[src/rtl/core_inst_issuer_if.sv]
// Upstream instruction stream for core_inst_issuer: 16-bit core words with a
// valid/ready handshake.
interface core_inst_issuer_if;
  logic        s_valid;
  logic [15:0] s_data;
  logic        s_ready;

  modport master (output s_valid, output s_data, input s_ready);
  modport slave  (input s_valid, input s_data, output s_ready);
endinterface

[src/rtl/core_inst_issuer.sv]
// Instruction front-end for the HDC core: buffers upstream words, issues one per
// cycle as get_v/get_d with exec one cycle behind, and stops after lastore.
module core_inst_issuer #(
  parameter int FIFO_DEPTH = 4,
  parameter int CNT_W      = 16
) (
  input  logic                 clk,
  input  logic                 rst_n,
  input  logic                 start,
  input  logic                 abort,
  core_inst_issuer_if.slave    s_if,
  output logic                 run,
  output logic                 get_v,
  output logic [15:0]          get_d,
  output logic                 exec,
  input  logic                 core_last,
  output logic                 busy,
  output logic                 done,
  output logic [CNT_W-1:0]     inst_count
);

  localparam int AW = $clog2(FIFO_DEPTH);

  localparam logic [1:0] ST_IDLE      = 2'd0;
  localparam logic [1:0] ST_RUN       = 2'd1;
  localparam logic [1:0] ST_WAIT_LAST = 2'd2;
  localparam logic [1:0] ST_CLEAR     = 2'd3;

  logic [15:0]      mem_r [FIFO_DEPTH];
  logic [AW:0]      wr_ptr_r, rd_ptr_r;
  logic [1:0]       state_r, state_next_s;
  logic             stop_r, stop_next_s;
  logic             s_ready_r, ready_next_s;
  logic             run_r, get_v_r, exec_r, busy_r, done_r;
  logic [15:0]      get_d_r;
  logic [CNT_W-1:0] inst_count_r;

  logic             push_s, pop_s, flush_s, abort_s, done_s, cnt_clr_s, is_last_s;
  logic [AW:0]      fill_s, fill_next_s;
  logic [15:0]      pop_word_s;

  assign s_if.s_ready = s_ready_r;
  assign run          = run_r;
  assign get_v        = get_v_r;
  assign get_d        = get_d_r;
  assign exec         = exec_r;
  assign busy         = busy_r;
  assign done         = done_r;
  assign inst_count   = inst_count_r;

  // Next-state, FIFO handshake and stop-flag decisions.
  always_comb begin
    state_next_s = state_r;
    stop_next_s  = stop_r;
    push_s       = 1'b0;
    pop_s        = 1'b0;
    flush_s      = 1'b0;
    done_s       = 1'b0;
    cnt_clr_s    = 1'b0;
    abort_s      = abort && (state_r != ST_IDLE);
    fill_s       = wr_ptr_r - rd_ptr_r;
    pop_word_s   = mem_r[rd_ptr_r[AW-1:0]];
    // lastore: bit15=0, bits[14:11]=0, bit10=1
    is_last_s    = (pop_word_s[15:10] == 6'b000001);

    case (state_r)
      ST_IDLE: begin
        if (start) begin
          state_next_s = ST_RUN;
          flush_s      = 1'b1;
          cnt_clr_s    = 1'b1;
          stop_next_s  = 1'b0;
        end else begin
          state_next_s = ST_IDLE;
        end
      end
      ST_RUN: begin
        if (abort_s) begin
          state_next_s = ST_CLEAR;
          flush_s      = 1'b1;
        end else begin
          push_s = s_if.s_valid && s_ready_r;
          pop_s  = !stop_r && (fill_s != {(AW+1){1'b0}});
          if (pop_s && is_last_s) begin
            stop_next_s = 1'b1;
          end else begin
            stop_next_s = stop_r;
          end
          // The lastore exec cycle is the only one with stop set, exec high and get_v low.
          if (stop_r && exec_r && !get_v_r) begin
            state_next_s = ST_WAIT_LAST;
          end else begin
            state_next_s = ST_RUN;
          end
        end
      end
      ST_WAIT_LAST: begin
        if (abort_s) begin
          state_next_s = ST_CLEAR;
          flush_s      = 1'b1;
        end else if (core_last) begin
          state_next_s = ST_CLEAR;
          done_s       = 1'b1;
        end else begin
          state_next_s = ST_WAIT_LAST;
        end
      end
      ST_CLEAR: begin
        if (abort_s) begin
          state_next_s = ST_CLEAR;
          flush_s      = 1'b1;
        end else begin
          state_next_s = ST_IDLE;
        end
      end
      default: begin
        state_next_s = ST_IDLE;
        flush_s      = 1'b1;
      end
    endcase

    if (flush_s) begin
      fill_next_s = {(AW+1){1'b0}};
    end else begin
      fill_next_s = fill_s + (AW+1)'(push_s) - (AW+1)'(pop_s);
    end
    ready_next_s = (state_next_s == ST_RUN) && !stop_next_s &&
                   (fill_next_s != (AW+1)'(FIFO_DEPTH));
  end

  // FIFO storage; contents are don't-care until written.
  always_ff @(posedge clk) begin
    if (push_s) begin
      mem_r[wr_ptr_r[AW-1:0]] <= s_if.s_data;
    end
  end

  // Control state, FIFO pointers and registered outputs.
  always_ff @(posedge clk or negedge rst_n) begin
    if (!rst_n) begin
      state_r      <= ST_IDLE;
      stop_r       <= 1'b0;
      wr_ptr_r     <= {(AW+1){1'b0}};
      rd_ptr_r     <= {(AW+1){1'b0}};
      s_ready_r    <= 1'b0;
      run_r        <= 1'b0;
      get_v_r      <= 1'b0;
      get_d_r      <= 16'h0000;
      exec_r       <= 1'b0;
      busy_r       <= 1'b0;
      done_r       <= 1'b0;
      inst_count_r <= {CNT_W{1'b0}};
    end else begin
      state_r   <= state_next_s;
      stop_r    <= stop_next_s;
      s_ready_r <= ready_next_s;
      if (flush_s) begin
        wr_ptr_r <= {(AW+1){1'b0}};
        rd_ptr_r <= {(AW+1){1'b0}};
      end else begin
        if (push_s) wr_ptr_r <= wr_ptr_r + {{AW{1'b0}}, 1'b1};
        if (pop_s)  rd_ptr_r <= rd_ptr_r + {{AW{1'b0}}, 1'b1};
      end
      run_r   <= (state_next_s == ST_RUN) || (state_next_s == ST_WAIT_LAST);
      busy_r  <= (state_next_s != ST_IDLE);
      done_r  <= done_s;
      get_v_r <= pop_s;
      get_d_r <= pop_s ? pop_word_s : 16'h0000;
      exec_r  <= abort_s ? 1'b0 : get_v_r;
      if (cnt_clr_s) begin
        inst_count_r <= {CNT_W{1'b0}};
      end else if (pop_s) begin
        inst_count_r <= inst_count_r + {{(CNT_W-1){1'b0}}, 1'b1};
      end
    end
  end

endmodule
[src/flat_wrapper.sv]
// flat-port wrapper written by rule: the top's interface ports become plain ports
module core_inst_issuer_flat 
#(
  parameter int FIFO_DEPTH = 4,
  parameter int CNT_W      = 16
)
  (clk, rst_n, start, abort, run, get_v, get_d, exec, core_last, busy, done, inst_count, s_if_s_valid, s_if_s_data, s_if_s_ready);
  core_inst_issuer_if s_if_i ();
  input  logic clk;
  input  logic rst_n;
  input  logic start;
  input  logic abort;
  output logic run;
  output logic get_v;
  output logic [15:0] get_d;
  output logic exec;
  input  logic core_last;
  output logic busy;
  output logic done;
  output logic [CNT_W-1:0] inst_count;
  input wire logic [$bits(s_if_i.s_valid)-1:0] s_if_s_valid;
  input wire logic [$bits(s_if_i.s_data)-1:0] s_if_s_data;
  output wire logic [$bits(s_if_i.s_ready)-1:0] s_if_s_ready;
  assign s_if_i.s_valid = s_if_s_valid;
  assign s_if_i.s_data = s_if_s_data;
  assign s_if_s_ready = s_if_i.s_ready;
  core_inst_issuer #(.FIFO_DEPTH(FIFO_DEPTH), .CNT_W(CNT_W)) u_core (.clk(clk), .rst_n(rst_n), .start(start), .abort(abort), .s_if(s_if_i), .run(run), .get_v(get_v), .get_d(get_d), .exec(exec), .core_last(core_last), .busy(busy), .done(done), .inst_count(inst_count));
endmodule
[config.mk]
export PLATFORM = sky130hd
export DESIGN_NAME = core_inst_issuer_flat
export DESIGN_NICKNAME = d
export VERILOG_FILES = /design/src/rtl/core_inst_issuer_if.sv /design/src/rtl/core_inst_issuer.sv /design/src/flat_wrapper.sv
export SDC_FILE = /design/constraint.sdc
export NUM_CORES = 1
export LEC_CHECK = 0
export BUFFER_PORTS_ARGS = -buffer_cell sky130_fd_sc_hd__buf_2
export CAP_MARGIN = 20
export CORE_MARGIN = 3
export CORE_UTILIZATION = 57
export DETAILED_ROUTE_END_ITERATION = 10
export GPL_ROUTABILITY_DRIVEN = 0
export HOLD_SLACK_MARGIN = 0.15
export PLACE_DENSITY = 0.79
export SLEW_MARGIN = 5
export SYNTH_ARGS = -nofsm -noshare
export SYNTH_HDL_FRONTEND = slang
export SYNTH_SLANG_ARGS = --single-unit
[constraint.sdc]
create_clock -name clk -period 4.6 [get_ports clk]
set_input_delay 0.69 -clock clk [delete_from_list [all_inputs] [get_ports clk]]
set_output_delay 0.69 -clock clk [all_outputs]
set_load 0.05 [all_outputs]
==> reports/metrics.cfg <==
[grt]
grt_pass1_vias=2596
grt_max_degree=48
overflow=0
grt_usage_pct=19.8
grt_pass1_wl_mm=13.1
grt_antenna_before_repair=0

[layout]
multiInputGateArea_um2=1360
fillers=516
antenna_cells=0
syn2layout_area_growth_pct=14.6
regArea_um2=3100
final_common_cell=edfxtp_1
drive_gt1_share_pct=28.7
mostFrequentLayoutCells=64 x edfxtp_1, 59 x buf_2, 47 x dfrtp_1
final_nets=393
final_cells=462

[critical_path]
start_kind=flip-flop
endpoint_kind=flip-flop
cp_slowest_cell=fa_1
cpMostUsedCell=inv_1
critPathLaunch=u_core.wr_ptr_r[0]$_DFFE_PN0P_
worst-path-max-fanout=22
arrival_ps=4060
critPathKind=reg -> reg
crit_end=u_core.s_if.s_ready$_DFF_PN0_
rr_worst_depth=15
cp.required_ps=4870
timing.rr.start=u_core.wr_ptr_r[0]$_DFFE_PN0P_
r2r-end=u_core.s_if.s_ready$_DFF_PN0_
ff2ff_setup_slack_ps=810
worst_path_largest_cell_delay_ps=540
crit_chain=inv_1 -> ha_1 -> fa_1 -> nand2_1 -> o21ai_0 -> inv_1 -> ha_1 -> inv_1 -> ha_1 -> inv_1 -> fa_1 -> xor2_1 -> xnor2_1 -> nand4b_1 -> and4_1

[die]
die_x_um=95.4
initial_core_util_pct=60.9
die_h_um=95.4
num_rows=31
core_um2=7490
die-area_um2=9100
ios=60

[yosys]
syn-num-nets=328
ys_seq_area_share_pct=68.0
ys_async_sr_fraction_pct=42.3
synth_area_um2=4560
synth_area_leaders=edfxtp_1 42%, dfrtp_1 26%, mux4_2 7.9%
synth_ff_type=edfxtp_1
avgSynthCellArea_um2=15.6
synth_cells=293
ys_types=38
yosysWarnings=0
synth_area_leader_cell=edfxtp_1
synth_top_area_share_pct=42.2
ys_ff_latch=111
synth_edf_count=64

[routing]
drt_iter0_markers=88
via_count=2626
ant_nets=0
wl_mm=8.22
routed_via_density=5.68
wl_per_cell_um=17.8
detail_route.first_pass.iterations=4
drc_errors=0

[clock_network]
post_cts.repair.setup_buffers=0
hold_buffers=0
insertion_delay_ps=370
clkSlewWorstSetupHoldPaths_ps=110
cts_tree=yes
clk_path_buf_depth=2
cts-resized-gates=0
htreeDepth=3
cts-buffers-inserted=9
clock_sinks=111
root_buffer=clkbuf_8

[power_and_ir_drop]
finalPower_mw=2.21
power_density_nw_per_um2=423
vdd_ir_drop_max_uv=242
leakage_nw=2.21

[timing]
hold_viol=0
finalSetupViolations=0
min_period_over_period_pct=82.4
tightest_slew_ps=860
setup_slack_ps=809
rsz0062_at_grt=false
timing.hold.ws_ps=168
relSlewSlack_pct=42.7
maxSlewViolCount=0
setup_tns_ps=0
fmax_mhz=264
period_minus_slack_ps=3790
finalClockSkew_ps=10.6

[worst_hold_path]
hold_path.class=in -> async

[place]
port_buffers=59
dp_slack_ps=896
dp.cells=445
dp_hpwl_mm=5.41

[job]
max_cap_viol_count=0

[outcome]
status=finished, final reports clean

[registers in the layout, indices dropped and copies added (netlist names)]
signal and count:
u_core.state_r 2, u_core.run 1, u_core.done 1, u_core.inst_count 16, u_core.wr_ptr_r 3, u_core.get_d 16, u_core.rd_ptr_r 3, u_core.stop_r 1
u_core.busy 1, u_core.exec 1, u_core.s_if.s_ready 1, u_core.get_v 1, u_core.mem_r 64
[synthesized netlist by cell type, types with 3 or more instances]
cell / instances
and2_1: 20
or2_2: 3
buf_2: 4
nand3_1: 10
clkbuf_1: 5
or4_1: 7
o31ai_1: 9
edfxtp_1: 64
dfrtp_1: 47
nor2_1: 8
xnor2_1: 3
a21oi_1: 13
mux2i_1: 5
nand2_1: 22
o21ai_0: 6
inv_1: 13
mux4_2: 16
ha_1: 11
[layout make-up]
cell class	instances	share of cell area (%)
Inverter	13	0.935
Clock buffer	9	2.37
Sequential cell	111	59.3
Clock inverter	7	2.16
Timing Repair Buffer	65	6.76
Multi-Input combinational cell	158	26.1
Tap cell	99	2.37
[where the power goes]
group / switching, mW / internal, mW
combinational: 0.274 / 0.146
sequential: 0.0306 / 1.10
clock: 0.340 / 0.319
[cell families after synthesis]
logic type                 Yosys count  share of synthesized area, %
muxes                               21                          9.01
buffers and inverters               24                          2.25
AOI/OAI and AO/OA                   32                          4.59
xor gates and xnor gates             5                          1.32
DFF                                111                          68.0
adders and majority gates           13                          3.90
and+or+nand+nor                     87                          11.0
[critical path: cells and delay by family (launching register included)]
| kind | cells | cell delay, ps |
|---|---|---|
| AOI/OAI and AO/OA | 1 | 260 |
| xor gates and xnor gates | 2 | 320 |
| adders and majority gates | 5 | 1670 |
| buffers and inverters | 4 | 570 |
| DFF | 1 | 400 |
| and+or+nand+nor | 3 | 460 |
[worst min path at each step]
stage,from,end,cells past startpoint
2_1_floorplan,rst_n,u_core.busy$_DFF_PN0_,0
3_3_place_gp,u_core.rd_ptr_r[2]$_DFFE_PN0P_,u_core.rd_ptr_r[2]$_DFFE_PN0P_,1
3_5_place_dp,u_core.rd_ptr_r[2]$_DFFE_PN0P_,u_core.rd_ptr_r[2]$_DFFE_PN0P_,1
4_1_cts,u_core.rd_ptr_r[2]$_DFFE_PN0P_,u_core.rd_ptr_r[2]$_DFFE_PN0P_,1
5_1_grt,rst_n,u_core.get_d[6]$_DFF_PN0_,1
6_report,rst_n,u_core.get_d[5]$_DFF_PN0_,1
[metrics by stage]
stage	cell area, um^2	util [%]
6_report	5220	69.7
5_1_grt	5220	69.7
4_1_cts	5200	69.5
3_5_place_dp	4960	66.3
3_3_place_gp	4960	66.3
2_1_floorplan	4560	-
[routing by layer]
metal | vias up | track usage [%] | wire length, um
met5 | - | 0 | 0
met4 | 0 | 9.00 | 157
li1 | 1225 | - | -
met1 | 1324 | 24.5 | 3410
met3 | 13 | 3.31 | 393
met2 | 64 | 34.1 | 4260
Note: power is estimated with default switching activity, not from simulation.
